`src/rtl/count_display.sv`:
```
// count_display: samples an 8-bit count, converts it to three BCD digits with
// a sequential shift-add-3 engine, and time-multiplexes the digits onto an
// active-low common-anode 7-segment display.
//
// Handshake note: there is no valid/ready pair here. `value` is treated as a
// level; it is sampled only while the converter is IDLE, and `busy` is high
// from the load edge until the edge that writes `bcd`.
module count_display #(
  parameter int REFRESH_DIV = 50000,  // cycles each digit stays lit, >= 2
  parameter bit BLANK_LZ    = 1'b1    // 1: blank leading zeros
) (
  input  logic        clk,
  input  logic        rst,
  input  logic [7:0]  value,
  output logic        busy,
  output logic [11:0] bcd,
  output logic [2:0]  an,
  output logic [6:0]  seg,
  output logic [1:0]  dbg_state     // converter FSM state for checkers
);

  localparam int CW = (REFRESH_DIV > 2) ? $clog2(REFRESH_DIV) : 1;
  localparam logic [CW-1:0] REFRESH_LAST = CW'(REFRESH_DIV - 1);

  typedef enum logic [1:0] {
    S_IDLE  = 2'd0,
    S_SHIFT = 2'd1,
    S_DONE  = 2'd2
  } state_t;

  state_t        r_state;
  logic [7:0]    r_last_val;
  logic [19:0]   r_shift;
  logic [2:0]    r_iter;
  logic [11:0]   r_bcd;
  logic          r_busy;

  logic [CW-1:0] r_refresh;
  logic [1:0]    r_sel;
  logic [2:0]    r_an;
  logic [6:0]    r_seg;

  // Add-3 correction of each BCD nibble, then the left shift
  logic [3:0]    w_hun_adj;
  logic [3:0]    w_ten_adj;
  logic [3:0]    w_one_adj;
  logic [19:0]   w_adjusted;
  logic [19:0]   w_shift_next;

  assign w_hun_adj    = (r_shift[19:16] >= 4'd5) ? r_shift[19:16] + 4'd3 : r_shift[19:16];
  assign w_ten_adj    = (r_shift[15:12] >= 4'd5) ? r_shift[15:12] + 4'd3 : r_shift[15:12];
  assign w_one_adj    = (r_shift[11:8]  >= 4'd5) ? r_shift[11:8]  + 4'd3 : r_shift[11:8];
  assign w_adjusted   = {w_hun_adj, w_ten_adj, w_one_adj, r_shift[7:0]};
  assign w_shift_next = {w_adjusted[18:0], 1'b0};

  // Converter FSM: load on a new value, eight shift-add-3 steps, publish result
  always_ff @(posedge clk) begin
    if (rst) begin
      r_state    <= S_IDLE;
      r_last_val <= 8'd0;
      r_shift    <= 20'd0;
      r_iter     <= 3'd0;
      r_bcd      <= 12'h000;
      r_busy     <= 1'b0;
    end else begin
      case (r_state)
        S_IDLE: begin
          if (value != r_last_val) begin
            r_shift    <= {12'b0, value};
            r_last_val <= value;
            r_iter     <= 3'd0;
            r_state    <= S_SHIFT;
            r_busy     <= 1'b1;
          end
        end
        S_SHIFT: begin
          r_shift <= w_shift_next;
          r_iter  <= r_iter + 3'd1;
          if (r_iter == 3'd7) begin
            r_state <= S_DONE;
          end
        end
        S_DONE: begin
          r_bcd   <= r_shift[19:8];
          r_state <= S_IDLE;
          r_busy  <= 1'b0;
        end
        default: begin
          r_state <= S_IDLE;
          r_busy  <= 1'b0;
        end
      endcase
    end
  end

  // Scan: refresh wrap advances the digit select; an/seg follow the next select
  logic          w_wrap;
  logic [1:0]    w_sel_next;
  logic [3:0]    w_digit;
  logic          w_blank;
  logic [2:0]    w_an_next;
  logic [6:0]    w_seg_next;

  assign w_wrap = (r_refresh == REFRESH_LAST);

  // Select logic, digit pick and leading-zero blanking for the next scan slot
  always_comb begin
    w_sel_next = r_sel;
    if (w_wrap) begin
      w_sel_next = (r_sel == 2'd2) ? 2'd0 : r_sel + 2'd1;
    end

    w_digit   = r_bcd[3:0];
    w_blank   = 1'b0;
    w_an_next = 3'b110;
    case (w_sel_next)
      2'd1: begin
        w_digit   = r_bcd[7:4];
        w_blank   = BLANK_LZ && (r_bcd[11:8] == 4'd0) && (r_bcd[7:4] == 4'd0);
        w_an_next = 3'b101;
      end
      2'd2: begin
        w_digit   = r_bcd[11:8];
        w_blank   = BLANK_LZ && (r_bcd[11:8] == 4'd0);
        w_an_next = 3'b011;
      end
      default: begin
        w_digit   = r_bcd[3:0];
        w_blank   = 1'b0;
        w_an_next = 3'b110;
      end
    endcase

    w_seg_next = w_blank ? 7'b1111111 : seg_decode(w_digit);
  end

  // Active-low segment pattern, [0]=a .. [6]=g; out-of-range nibbles are blank
  function automatic logic [6:0] seg_decode(input logic [3:0] d);
    case (d)
      4'd0:    seg_decode = 7'b1000000;
      4'd1:    seg_decode = 7'b1111001;
      4'd2:    seg_decode = 7'b0100100;
      4'd3:    seg_decode = 7'b0110000;
      4'd4:    seg_decode = 7'b0011001;
      4'd5:    seg_decode = 7'b0010010;
      4'd6:    seg_decode = 7'b0000010;
      4'd7:    seg_decode = 7'b1111000;
      4'd8:    seg_decode = 7'b0000000;
      4'd9:    seg_decode = 7'b0010000;
      default: seg_decode = 7'b1111111;
    endcase
  endfunction

  // Refresh counter, digit select and the registered display outputs
  always_ff @(posedge clk) begin
    if (rst) begin
      r_refresh <= '0;
      r_sel     <= 2'd0;
      r_an      <= 3'b110;
      r_seg     <= 7'b1000000;
    end else begin
      r_refresh <= w_wrap ? '0 : r_refresh + 1'b1;
      r_sel     <= w_sel_next;
      r_an      <= w_an_next;
      r_seg     <= w_seg_next;
    end
  end

  assign busy      = r_busy;
  assign bcd       = r_bcd;
  assign an        = r_an;
  assign seg       = r_seg;
  assign dbg_state = r_state;

endmodule

```
`config.mk`:
```
export PLATFORM = sky130hd
export DESIGN_NAME = count_display
export DESIGN_NICKNAME = d
export VERILOG_FILES = /design/src/rtl/count_display.sv
export SDC_FILE = /design/constraint.sdc
export NUM_CORES = 1
export LEC_CHECK = 0
export BUFFER_PORTS_ARGS = -buffer_cell sky130_fd_sc_hd__buf_2
export CAP_MARGIN = 20
export CORE_MARGIN = 1.5
export CORE_UTILIZATION = 54
export DETAILED_ROUTE_END_ITERATION = 7
export GPL_ROUTABILITY_DRIVEN = 0
export HOLD_SLACK_MARGIN = 0.06
export MAX_ROUTING_LAYER = met4
export PLACE_DENSITY = 0.72
export SYNTH_ARGS = -nofsm -noshare
export SYNTH_HDL_FRONTEND = slang
export SYNTH_SLANG_ARGS = --single-unit
```
`constraint.sdc`:
```
create_clock -name clk -period 9.2 [get_ports clk]
set_input_delay 0 -clock clk [delete_from_list [all_inputs] [get_ports clk]]
set_output_delay 0 -clock clk [all_outputs]
set_load 0.05 [all_outputs]
```
# Word level (Yosys, flattened, before mapping)

Memory sizes are Yosys's and may differ from the RTL's.
Cells that the tools add are included.

Flip-flop bits (word level): 74
Latch bits: 0
Bits in writable memories: 0
Bits in read-only memories: 112
Input port bits: 10
Logic and storage cells: 61
Memories: 1

Add/sub/neg operators: 6
$mul: 0
Divide/modulo/power cells: 0
Magnitude comparators: 3
Equality and inequality tests: 10
Shifts and indexed selects: 0
Muxes and demuxes: 18
Bitwise logic cells: 1
Reduce and logical (&&, ||, !) cells: 11

Memory list:

| memory          | depth | width | read ports | clocked after Yosys merged registers in | write ports | RTL line | source |
|---|---|---|---|---|---|---|---|
| (no name shown) | 16    | 7     | 1          | 0                                       | 0           | 139      | `case (d)` |

Operators by type and width:

| kind                                                | number |
|---|---|
| one-hot mux 20 bit (2 select lines)                 | 1 |
| 2-to-1 mux 20 bit                                   | 1 |
| adder 16 x 1 -> 16 bit, second input constant       | 1 |
| == test 16 bit, second input constant               | 1 |
| >= comparator 4 x 3 -> 1 bit, second input constant | 3 |
| one-hot mux 3 bit (2 select lines)                  | 2 |
| adder 4 x 2 -> 4 bit, second input constant         | 2 |
| logical NOT 4 bit                                   | 2 |
| 2-to-1 mux 2 bit                                    | 4 |
| 2-to-1 mux 4 bit                                    | 2 |
| != test 8 bit                                       | 1 |
| one-hot mux 4 bit (2 select lines)                  | 1 |
| AND reduction 2 bit                                 | 4 |
| == test 2 bit, second input constant                | 3 |
| 2-to-1 mux 3 bit                                    | 2 |
| 2-to-1 mux 6 bit                                    | 1 |
| == test 2 x 1 -> 1 bit, second input constant       | 2 |
| != test 2 bit, second input constant                | 2 |
| one-hot mux 1 bit (2 select lines)                  | 2 |
| one-hot mux 2 bit (2 select lines)                  | 1 |
| OR reduction 2 bit                                  | 2 |
| adder 3 x 1 -> 3 bit, second input constant         | 1 |
| adder 3 x 2 -> 3 bit, second input constant         | 1 |
| == test 3 bit, second input constant                | 1 |
| 6 further kinds                                     | 6 |

# Logic depth before layout (Yosys ltp)

An unclocked memory read counts as a cell.

Depth after elaboration: 7
Depth in mapped cells: 15
Mapped depth without buffers: 14

# Worst setup path after synthesis

Ideal clock, no wire load.

Path type: register -> register
Start point: reg r_refresh[0]
End point: reg r_seg[1], in the netlist seg[1]
Arrival: 2.972 ns
Setup slack: 6.158 ns
Stages on the path, launching flop included: 14
Period minus slack after synthesis: 3.042 ns
Cell sequence: dfxtp_1 ha_1 nand2_1 nor2_1 nand4_1 mux2i_1 inv_1 ha_1 buf_2 inv_1 o21ai_0 ha_1 or3_1 a21oi_1

Longest elaborated chain between the ends: 6

RTL lines:

| item                                                           | RTL line | source |
|---|---|---|
| from (decl)                                                    | 38       | `logic [CW-1:0] r_refresh;` |
| from (signal assigned)                                         | 162      | `r_refresh <= w_wrap ? '0 : r_refresh + 1'b1;` |
| == test 16 bit (*)                                             | 104      | `assign w_wrap = (r_refresh == REFRESH_LAST);` |
| 2-to-1 mux 2 bit (*)                                           | 109      | `if (w_wrap) begin` |
| net w_sel_next[1]                                              | 98       | `logic [1:0] w_sel_next;` |
| == test 2 bit / == test 2 x 1 -> 1 bit (equally long branches) | 116      | `case (w_sel_next)` |
| one-hot mux 4 bit (2 select lines)                             | 116      |  |
| memory (16 x 7 bit)                                            | --       |  |
| 2-to-1 mux 6 bit (*)                                           | 134      | `w_seg_next = w_blank ? 7'b1111111 : seg_decode(w_digit);` |
| to (signal assigned)                                           | 165      | `r_seg <= w_seg_next;` |
| to (decl)                                                      | 41       | `logic [6:0] r_seg;` |

Mark *: on every way through the listed nets, which the timed path passes. The rest lies on a longest branch.
A chain may end at the register's enable or synchronous reset.

# Worst setup path in the final report

Same ends and word-level chain as after synthesis.

==> flow_metrics.py <==
metrics = {
    "synthesis": {
        "synth_nets": 428,
        "yosysWarnings": 0,
        "synth_top_area_share_pct": 43.1,
        "synth-main-ff-cell": "dfxtp_1",
        "avgSynthCellArea_sq_um": 8.55,
        "synthTopCellsByArea": "dfxtp_1 (43%), nand2_1 (6.0%), nor2_1 (5.9%)",
        "ys_async_sr_fraction_pct": 0,
        "synth-seq-cells": 74,
        "synth_cells": 402,
        "synth_edf_count": 0,
        "synth_largest_area_cell": "dfxtp_1",
        "netlist_area_sq_mm": 0.00344,
        "synth_cell_types": 42,
        "ys_seq_area_share_pct": 43.1,
    },
    "timing": {
        "finalHoldViolCount": 0,
        "min_period_ns": 3.45,
        "clock_skew_ns": 0.0107,
        "slew_violations": 0,
        "rsz0062_at_grt": "false",
        "period_share_pct": 37.6,
        "worst_pin_slew_ns": 0.960,
        "whs_ns": 0.293,
        "finalSetupViolations": 0,
        "fin_setup_tns_ns": 0,
        "fmax_ghz": 0.289,
        "setup_slack_ns": 5.75,
        "relSlewSlack_pct": 36.0,
    },
    "cells_and_area": {
        "area_delta_synth_final_pct": 12.4,
        "final_common_cell": "dfxtp_1",
        "regArea_sq_mm": 0.00148,
        "final_cell_mix": "dfxtp_1 (74), nand2_1 (55), nor2_1 (54)",
        "multi_input_area_sq_mm": 0.00175,
        "final_util_pct": 64.1,
        "insertedDiodeCount": 0,
        "n_fill_cell": 539,
        "drive_above_1_share_pct": 14.0,
        "nNetsFinal": 464,
    },
    "place": {
        "io_buffers": 34,
        "dp_hpwl_microns": 4390,
        "post-place-ws_ns": 5.79,
    },
    "critical_path": {
        "slowest_delay_ns": 0.48,
        "worstSetupStartpointType": "flop",
        "crit_family": "adder cells",
        "critPathSlowestCell": "o21ai_0",
        "crit_top_cell": "ha_1",
        "required_ns": 9.47,
        "cp.arrival_ns": 3.72,
        "critPathKind": "flop to flop",
        "cp_max_fo": 10,
        "path_buf_inv": 2,
        "reg2reg_slack_ns": 5.75,
        "cp-end-kind": "flop",
        "critical_path.cell_chain": "ha_1 > nand2_1 > nor2_1 > nand4_1 > mux2i_1 > inv_1 > ha_1 > inv_1 > o21ai_0 > ha_1 > or3_1 > a21oi_1",
    },
    "clock_tree": {
        "clk_latency_ns": 0.35,
        "cts_made_buffers": 9,
        "cts.sinks": 74,
        "cts_tree": "yes",
        "cts_resized": 0,
        "cts_htree_levels": 3,
        "clockBufferDepth": 2,
        "cts-root-buf": "clkbuf_8",
        "cts_setup_buffers": 0,
        "clk_pin_slew_ns": 0.07,
    },
    "grt": {
        "antenna_found_initial": 0,
        "grtUsageTotal_pct": 21.6,
        "grt.overflow.total": 0,
        "grt_pass1_wl_microns": 10900,
        "grt_pass1_vias": 2450,
        "grt_max_degree": 54,
    },
    "routing": {
        "drt_iter0_markers": 101,
        "drtPass1Iterations": 4,
        "drc": 0,
        "vias_per_cell": 5.25,
        "routedWlPerCell_microns": 12.4,
        "ant_nets": 0,
        "drt_wl_total_microns": 6410,
        "num_vias": 2720,
    },
    "run": {
        "cap_violations": 0,
    },
    "power_and_ir_drop": {
        "ir_drop_uv": 115,
        "power.density_mw_per_mm2": 163,
        "p_leak_uw": 0.00158,
    },
    "floorplan": {
        "coreArea_sq_mm": 0.00603,
        "die_y_microns": 82.8,
        "die-width_microns": 82.8,
        "dieArea_sq_mm": 0.00686,
        "ios": 35,
        "start_util_pct": 57.1,
        "rows": 28,
    },
    "run_status": {
        "outcome": "finished, final reports clean",
    },
    "worst_hold_path": {
        "hold_path_class": "input port to flop",
    },
}
==> synthesized netlist by cell type (all sizes together) (3+ instances only) <==
master   n
o22a     7
nand2b   5
nand4    6
clkbuf   7
nand3   14
mux2i   10
buf     10
xor2     9
a21oi   39
o21ai   14
inv     24
ha      16
nand2   55
nor4     4
xnor2   18
nor2b    3
a22oi    8
nor2    54
dfxtp   74
nor3     6
and3     3
a21o     3
==> path summary, 6_finish.rpt <==
check / startpoint / end / depth (start not counted)
max: r_refresh[0] / seg[1] / 12
max reg2reg: r_refresh[0] / seg[1] / 12
min: rst / r_shift[12] / 2
min reg2reg: r_shift[1] / r_shift[1] / 2
==> registers in the layout, indices dropped and copies added, names as in the netlist <==
name,cells
r_last_val,8
dbg_state,2
bcd,12
r_sel,2
an,3
seg,7
r_shift,20
r_refresh,16
busy,1
r_iter,3
==> routing by layer <==
| metal | part of all wire [%] | vias to the layer above | GRT usage [%] |
|---|---|---|---|
| li1 | - | 1415 | - |
| met1 | 49 | 1259 | 26.3 |
| met2 | 46 | 37 | 34.6 |
| met3 | 3.4 | 9 | 5.36 |
| met4 | 1.6 | 0 | 8.00 |
| met5 | 0 | - | - |
==> what timing repair did <==
item	in CTS	in global routing
hold buffers	8	0
setup endpoints to repair	0	0
endpoints found under the hold margin	14	0
==> per-stage QoR <==
step,cells,area (sq um),total power [uW]
5_1_grt,518,3860,653
2_1_floorplan,402,3440,372
3_5_place_dp,494,3590,379
3_3_place_gp,494,3590,379
6_report,518,3860,628
4_1_cts,518,3860,634
==> cell families (layout without fill, tap and decap cells) <==
family	Yosys count	after routing	share of synthesized area [%]
simple gates	156	156	20.5
xor+xnor	27	27	6.88
flops	74	74	43.1
buf+inv	41	82	6.00
compound gates	78	78	14.8
fa+ha+maj	16	16	5.82
mux	10	10	2.91
==> layout make-up <==
cell class	instances	area share, %
Multi-Input combinational cell	287	45.3
Tap cell	75	2.43
Sequential cell	74	38.3
Clock inverter	2	0.907
Clock buffer	14	4.21
Timing Repair Buffer	42	6.48
Inverter	24	2.33
==> where the power goes <==
group	internal [uW]	switching (uW)	total [uW]
Clock	140	113	254
Sequential	328	5.92	333
Combinational	17.5	23.3	40.9
==> worst reg2reg max path, delay by kind of cell (launching register included) <==
kind                       cells  cell delay, ns
AOI/OAI and AO/OA              2            0.62
adders and majority gates      3            1.00
buffers and inverters          2            0.17
DFF                            1            0.36
muxes                          1            0.32
and+or+nand+nor                4            0.91
Note: power is estimated with default switching activity, not from simulation.
